**config.mk**
```make
export PLATFORM = sky130hd
export DESIGN_NAME = fetch_stage
export DESIGN_NICKNAME = d
export VERILOG_FILES = /design/src/rtl/fetch_stage.sv
export SDC_FILE = /design/constraint.sdc
export NUM_CORES = 1
export LEC_CHECK = 0
export CAP_MARGIN = 20
export CORE_AREA = 5 5 115 117
export DETAILED_ROUTE_END_ITERATION = 10
export DIE_AREA = 0 0 120 122
export DONT_BUFFER_PORTS = 1
export PLACE_DENSITY = 0.78
export SLEW_MARGIN = 0
export SYNTH_ARGS = -nofsm -noshare
export SYNTH_HDL_FRONTEND = slang
export SYNTH_SLANG_ARGS = --single-unit
```
**constraint.sdc**
```tcl
create_clock -name clk -period 3.1 [get_ports clk]
set_clock_uncertainty 0.05 [all_clocks]
set_input_delay 0.465 -clock clk [delete_from_list [all_inputs] [get_ports clk]]
set_output_delay 0.465 -clock clk [all_outputs]
set_load 0.01 [all_outputs]
```
**src/rtl/fetch_stage.sv**
```systemverilog
`default_nettype none
// ============================================================================
// Module   : fetch_stage
// Brief    : Instruction-fetch stage with PC, imem request handshake and the
//            IF/ID pipeline register. Buffers a returned instruction while a
//            stall or flush blocks the IF/ID write; handles EX redirects,
//            including ones that arrive while a request is still outstanding.
// Revision : 1.0  initial release
// ============================================================================
module fetch_stage #(
   parameter int                    ADDR_WIDTH = 32,
   parameter int                    INST_WIDTH = 32,
   parameter logic [ADDR_WIDTH-1:0] RESET_PC   = 32'h0000_0000,
   parameter logic [INST_WIDTH-1:0] NOP_INST   = 32'h0000_0013
) (
   input  logic                  clk,
   input  logic                  rst_n,
   input  logic                  pc_write,
   input  logic                  IF_ID_write,
   input  logic                  IF_ID_flush,
   input  logic                  branch_taken,
   input  logic [ADDR_WIDTH-1:0] branch_target,
   output logic                  imem_req,
   output logic [ADDR_WIDTH-1:0] imem_addr,
   input  logic                  imem_ready,
   input  logic [INST_WIDTH-1:0] imem_rdata,
   output logic [ADDR_WIDTH-1:0] IF_ID_pc,
   output logic [INST_WIDTH-1:0] IF_ID_inst,
   output logic                  IF_ID_valid
);

   typedef enum logic [1:0] {
      BOOT  = 2'd0,
      FETCH = 2'd1,
      HOLD  = 2'd2
   } state_e;

   state_e                state_q, state_d;
   logic [ADDR_WIDTH-1:0] pc_q, pc_d;
   logic                  kill_q, kill_d;
   logic [ADDR_WIDTH-1:0] kill_addr_q, kill_addr_d;   // address of the orphaned request
   logic [INST_WIDTH-1:0] hold_inst_q, hold_inst_d;
   logic [ADDR_WIDTH-1:0] if_pc_q, if_pc_d;
   logic [INST_WIDTH-1:0] if_inst_q, if_inst_d;
   logic                  if_valid_q, if_valid_d;

   logic                  stall;
   logic                  blocked;   // IF/ID may not accept a new instruction this cycle
   logic [ADDR_WIDTH-1:0] target_aligned;
   logic [ADDR_WIDTH-1:0] pc_plus4;

   assign stall          = !pc_write || !IF_ID_write;
   assign blocked        = stall || IF_ID_flush;
   assign target_aligned = {branch_target[ADDR_WIDTH-1:2], 2'b00};
   assign pc_plus4       = pc_q + ADDR_WIDTH'(4);

   // Request outputs come from registered state only; a killed request keeps
   // presenting its original address until memory answers it.
   assign imem_req    = (state_q == FETCH);
   assign imem_addr   = kill_q ? kill_addr_q : pc_q;
   assign IF_ID_pc    = if_pc_q;
   assign IF_ID_inst  = if_inst_q;
   assign IF_ID_valid = if_valid_q;

   // Next-state: redirect beats flush beats stall beats normal advance.
   always_comb begin
      state_d     = state_q;
      pc_d        = pc_q;
      kill_d      = kill_q;
      kill_addr_d = kill_addr_q;
      hold_inst_d = hold_inst_q;
      if_pc_d     = if_pc_q;
      if_inst_d   = if_inst_q;
      if_valid_d  = if_valid_q;

      // Both a redirect and a flush leave a bubble with the old IF/ID pc.
      if (branch_taken || IF_ID_flush) begin
         if_inst_d  = NOP_INST;
         if_valid_d = 1'b0;
      end

      if (branch_taken) begin
         pc_d = target_aligned;
         case (state_q)
            FETCH: begin
               if (kill_q) begin
                  if (imem_ready) kill_d = 1'b0;   // orphan answered, discard it
               end else if (!imem_ready) begin
                  kill_d      = 1'b1;
                  kill_addr_d = pc_q;
               end
            end
            default: state_d = FETCH;             // BOOT, HOLD (held inst dropped)
         endcase
      end else begin
         case (state_q)
            BOOT: state_d = FETCH;
            FETCH: begin
               if (imem_ready) begin
                  if (kill_q) begin
                     kill_d = 1'b0;
                  end else if (blocked) begin
                     hold_inst_d = imem_rdata;
                     state_d     = HOLD;
                  end else begin
                     if_pc_d    = pc_q;
                     if_inst_d  = imem_rdata;
                     if_valid_d = 1'b1;
                     pc_d       = pc_plus4;
                  end
               end
            end
            HOLD: begin
               if (!blocked) begin
                  if_pc_d    = pc_q;
                  if_inst_d  = hold_inst_q;
                  if_valid_d = 1'b1;
                  pc_d       = pc_plus4;
                  state_d    = FETCH;
               end
            end
            default: state_d = BOOT;
         endcase
      end
   end

   // State and pipeline registers; reset abandons any transaction at once.
   always_ff @(posedge clk or negedge rst_n) begin
      if (!rst_n) begin
         state_q     <= BOOT;
         pc_q        <= RESET_PC;
         kill_q      <= 1'b0;
         kill_addr_q <= '0;
         hold_inst_q <= '0;
         if_pc_q     <= '0;
         if_inst_q   <= NOP_INST;
         if_valid_q  <= 1'b0;
      end else begin
         state_q     <= state_d;
         pc_q        <= pc_d;
         kill_q      <= kill_d;
         kill_addr_q <= kill_addr_d;
         hold_inst_q <= hold_inst_d;
         if_pc_q     <= if_pc_d;
         if_inst_q   <= if_inst_d;
         if_valid_q  <= if_valid_d;
      end
   end

endmodule
`default_nettype wire

```
== Word level (Yosys, flattened, before mapping) ==
Cells that the tools add are included.

* Bits in registers: 164
* Bits in latches: 0
* Bits in writable memories: 0
* Bits in read-only memories: 0
* Output and inout port bits: 98
* Memories: 0

* $add $sub $neg: 1
* Multiply operators: 0
* Div/mod/pow operators: 0
* Order comparisons: 0
* Equal/unequal tests: 9
* Shift-type cells: 0
* Muxes and demuxes: 35
* Bitwise gates (word level): 3
* Reduce and logical (&&, ||, !) cells: 15

{| class="wikitable"
|+ Operator list
! operator !! count
|-
| $mux W32 || 14
|-
| $pmux W32 S2 || 3
|-
| $add A32 B3 Y32 const B || 1
|-
| $mux W2 || 6
|-
| $mux W1 || 10
|-
| $reduce_and A5 Y1 || 2
|-
| $reduce_and A4 Y1 || 2
|-
| $ne A3 B3 Y1 const B || 2
|-
| $pmux W2 S3 || 1
|-
| $ne A2 B1 Y1 const B || 2
|-
| $ne A2 B2 Y1 const B || 2
|-
| $reduce_bool A2 Y1 || 2
|-
| $logic_or A1 B1 Y1 || 3
|-
| $ne A3 B2 Y1 const B || 1
|-
| $not A1 Y1 || 3
|-
| $reduce_and A3 Y1 || 1
|-
| $reduce_bool A3 Y1 || 1
|-
| $eq A2 B1 Y1 const B || 1
|-
| $eq A2 B2 Y1 const B || 1
|-
| $logic_not A1 Y1 || 2
|-
| $logic_not A2 Y1 || 1
|-
| $pmux W1 S2 || 1
|-
| $reduce_and A2 Y1 || 1
|}

== Longest topological paths before layout ==
* Word-level depth: 8
* Gate-level depth with buffers: 9

== Worst setup path before layout ==
OpenSTA, ideal clock, no wires.

* Path kind: reg-to-reg
* From: register state_q[1]
* To: register hold_inst_q[0]
* Arrival: 2146 ps
* Setup slack: 780 ps
* Stages on the path, launching flop included: 8
* Buffers on the path: 2
* Path through: dfrtp_1 > inv_1 > ha_1 > buf_2 > inv_1 > nor4_2 > buf_2 > mux2_2

* Longest elaborated chain between the ends: 2

{| class="wikitable"
|+ RTL lines
! element !! RTL line !! RTL
|-
| start: declaration || 38 || <nowiki>state_e state_q, state_d;</nowiki>
|-
| start signal: assignment || 139 || <nowiki>state_q <= state_d;</nowiki>
|-
| $eq A2 B1 Y1 || -- ||
|-
| net imem_req || 23 || <nowiki>output logic imem_req,</nowiki>
|-
| $reduce_and A5 Y1 (no source line) || -- ||
|-
| end signal: assignment || 143 || <nowiki>hold_inst_q <= hold_inst_d;</nowiki>
|-
| end: declaration || 42 || <nowiki>logic [INST_WIDTH-1:0] hold_inst_q, hold_inst_d;</nowiki>
|}

The timed path passes the listed nets, and every way through them passes these cells.
A chain may end at the register's enable or synchronous reset.

== Worst setup path in the final report ==
* From: register state_q[1]
* To: register if_inst_q[6], in the netlist IF_ID_inst[6]

* Longest elaborated chain between the ends: 3
* Elaborated cells on any way between the ends: 4

{| class="wikitable"
|+ RTL lines
! element !! RTL line !! RTL
|-
| $eq A2 B2 Y1 or $eq A2 B1 Y1 (tied branches) || 96 || <nowiki>case (state_q)</nowiki>
|-
| $pmux W32 S2 (*) || 96 ||
|-
| $mux W32 (*) || 82 || <nowiki>if (branch_taken) begin</nowiki>
|-
| net if_inst_d[6] || 44 || <nowiki>logic [INST_WIDTH-1:0] if_inst_q, if_inst_d;</nowiki>
|-
| end signal: assignment || 145 || <nowiki>if_inst_q <= if_inst_d;</nowiki>
|-
| end: declaration || 44 ||
|}

Mark *: on every way through the listed nets, which the timed path passes. The rest lies on a longest branch.

==> metrics.md <==
| Metric | Value |
|---|---|
| Non-Filler Instances | `761` |
| Synthesized cell area | `7410 sq um` |
| Worst EP arrival | `3.01 ns` |
| Mean Syn Cell Area | `12.2 sq um` |
| Dpl cells | `729` |
| Final wirelength | `16,600 microns` |
| Total CTS buffers | `17` |
| Failing checks | `negative hold slack` |
| Layout area overhead | `9.54%` |
| EDFF count, synth | `0` |
| Initial Utilization | `0.605` |
| Crit Path Max Fanout | `13` |
| Ys async rst share | `1.00` |
| Tightest Pin Transition | `0.855 ns` |
| Post-cts resize count | `0` |
| Crit path required time | `3.37 ns` |
| Fin nets | `674` |
| Max Clock Freq | `366 MHz` |
| Final setup fails | `0` |
| Post-Route Utilization | `0.662` |
| CTS clk-pin slew, worst paths | `0.06 ns` |
| Post-Layout Inst Area | `8120 sq um` |
| Fillers | `898` |
| Wire per inst | `21.8 microns` |
| HPWL Detailed | `11,300 microns` |
| CTS sink cnt | `158` |
| Overall routing resource usage | `0.237` |
| Largest net degree at the start of global routing | `159` |
| Boundary pin count | `169` |
| Vias in the first global route | `5,028` |
| H-tree Lvls | `4` |
| CTS tree | `yes` |
| Seq cells post-synth | `158` |
| Final Max Slew Viols | `0` |
| Count leader, synth | `dfrtp_1` |
| RD Place Congestion | `0.727` |
| Total gr overflow | `0` |
| Post-synth top area cell | `dfrtp_1` |
| Hold/Removal Path Class | `in -> async` |
| DR DRC count | `0` |
| Static leakage | `0.00333 uW` |
| Core area | `12,300 sq um` |
| Iteration count of the initial detailed-routing pass | `4` |
| N_diodes | `0` |
| Tcrit/Tclk final | `0.882` |
| Total power | `7260 uW` |
| DIE WIDTH | `120 microns` |
| Total power per unit cell area | `894 nW/um^2` |
| Status | `finished with violations` |
| Max clock buf depth | `2` |
| Die Y | `122 microns` |
| Max Cap Viol | `0` |
| Yosys cell types | `50` |
| Final antenna-violating net count | `0` |
| Yosys top cell area share | `0.523` |
| Post-CTS Repair Setup Buffers | `0` |
| Max_slew headroom | `0.428` |
| First-pass GRT wire length | `27,000 microns` |
| Final Hold Vio Count | `155` |
| Final min period | `2.74 ns` |
| Cell count after synthesis | `609` |
| Worst setup EP type | `flip-flop` |
| Port Buffers | `0` |
| Layout cells sized above 1 | `0.290` |
| Routed vias/inst | `6.25` |
| Via count | `4,756` |
| Root buf cell | `clkbuf_16` |
| Clk_lat worst skew | `0.42 ns` |
| DP Area | `7510 sq um` |
| Top post-synthesis cells by area | `dfrtp_1, mux2_2, o21ai_0, a22oi_1, o2bb2ai_1` |
| Sequential share of the synthesized area | `0.534` |
| Post-synth top flop | `dfrtp_1` |
| Antenna violations before repair | `0` |
| FP Rows | `41` |
| Crit path kind | `reg -> reg` |
| Yosys warning count | `0` |
| Die ar. | `14,600 sq um` |
| WHS | `-0.312 ns` |
| VDD IR max | `0.000506 V` |
| Most frequent cells after synthesis | `dfrtp_1, mux2_2, nand2_1` |
| Iter 0 DRT Violations | `261` |
| Crit start category | `flip-flop` |
| RSZ-0062 raised after global routing | `false` |
| Setup TNS | `0 ns` |
==> final cells by class <==
class	instances	area [sq um]	area share
clock buffers	20	447	0.0550
multi-input cells	402	3250	0.400
repair buffers	12	93.8	0.0116
inverters	7	26.3	0.00324
flip-flops and latches	158	3960	0.487
clock inverters	12	161	0.0199
well taps	150	188	0.0231
==> placed cells by master, fill, tap and decap left out, drive strengths merged, types with 4 or more instances in the layout <==
| master | netlist | routed |
|---|---|---|
| a22o | 6 | 6 |
| a22oi | 26 | 26 |
| clkbuf | 25 | 20 |
| clkinv | 0 | 4 |
| mux2 | 124 | 124 |
| o21ai | 39 | 39 |
| ha | 5 | 5 |
| nor2 | 8 | 8 |
| o2bb2ai | 22 | 22 |
| nand4 | 10 | 10 |
| nand2 | 50 | 50 |
| o211ai | 4 | 4 |
| nor3 | 8 | 8 |
| and2 | 5 | 5 |
| a21oi | 11 | 11 |
| inv | 7 | 9 |
| and4 | 8 | 8 |
| conb | 1 | 4 |
| buf | 20 | 12 |
| xnor2 | 16 | 16 |
| nor2b | 7 | 7 |
| nor4 | 4 | 4 |
| and3 | 5 | 5 |
| nand3 | 7 | 7 |
| dfrtp | 155 | 155 |
| xor2 | 12 | 12 |
==> power by group <==
| group | switching, uW | internal (uW) |
|---|---|---|
| clock network | 843 | 1290 |
| logic | 913 | 921 |
| registers | 537 | 2750 |
==> worst max-delay path, cell delays in order (launching register included) <==
cell	delay, ns
dfrtp_1	0.40
inv_1	0.11
ha_1	0.45
nor2_1	0.25
o21ai_0	0.28
and2_0	0.71
buf_6	0.24
o2bb2ai_1	0.14
==> stage by stage <==
stage	setup slack [ns]	hold slack [ns]
6_report	0.364	-0.312
5_1_grt	0.153	-0.336
3_3_place_gp	0.346	0.125
2_1_floorplan	0.780	0.119
3_5_place_dp	0.394	0.123
4_1_cts	0.334	-0.332
==> registers in the layout, summed over array words and instances, names as in the netlist <==
signal / count
state_q: 2
pc_q: 30
hold_inst_q: 32
kill_q: 1
kill_addr_q: 30
IF_ID_pc: 30
IF_ID_valid: 1
IF_ID_inst: 32
==> layer usage <==
layer / vias to the layer above / part of all wire / global-route usage
met3: 28 / 0.091 / 0.101
li1: 2179 / - / -
met5: - / 0 / 0
met4: 0 / 0.022 / 0.102
met2: 152 / 0.48 / 0.371
met1: 2397 / 0.40 / 0.289
==> path summary, 6_finish.rpt <==
kind / cells past startpoint / slack, ns / endpoint / from
setup / recovery: 7 / 0.36 / IF_ID_inst[6] / state_q[1]
hold / removal: 0 / -0.31 / kill_addr_q[13] / rst_n
setup reg to reg: 7 / 0.36 / IF_ID_inst[6] / state_q[1]
hold reg to reg: 1 / 0.45 / kill_addr_q[10] / kill_addr_q[10]
max in group asynchronous: 0 / 2.94 / IF_ID_inst[1] / rst_n
min in group clk: 1 / 0.06 / IF_ID_inst[27] / branch_taken
==> kinds of logic after synthesis <==
family,Yosys count,synth area share
multiplexers,125,0.190
other,1,0.000506
AND/OR/NAND/NOR,120,0.0868
flip-flops,158,0.534
adder cells (fa/ha/maj),5,0.00844
AO/OA/AOI/OAI,120,0.115
XOR/XNOR,28,0.0331
buffers and inverters,52,0.0326
Power figures use the tool's default switching activity.
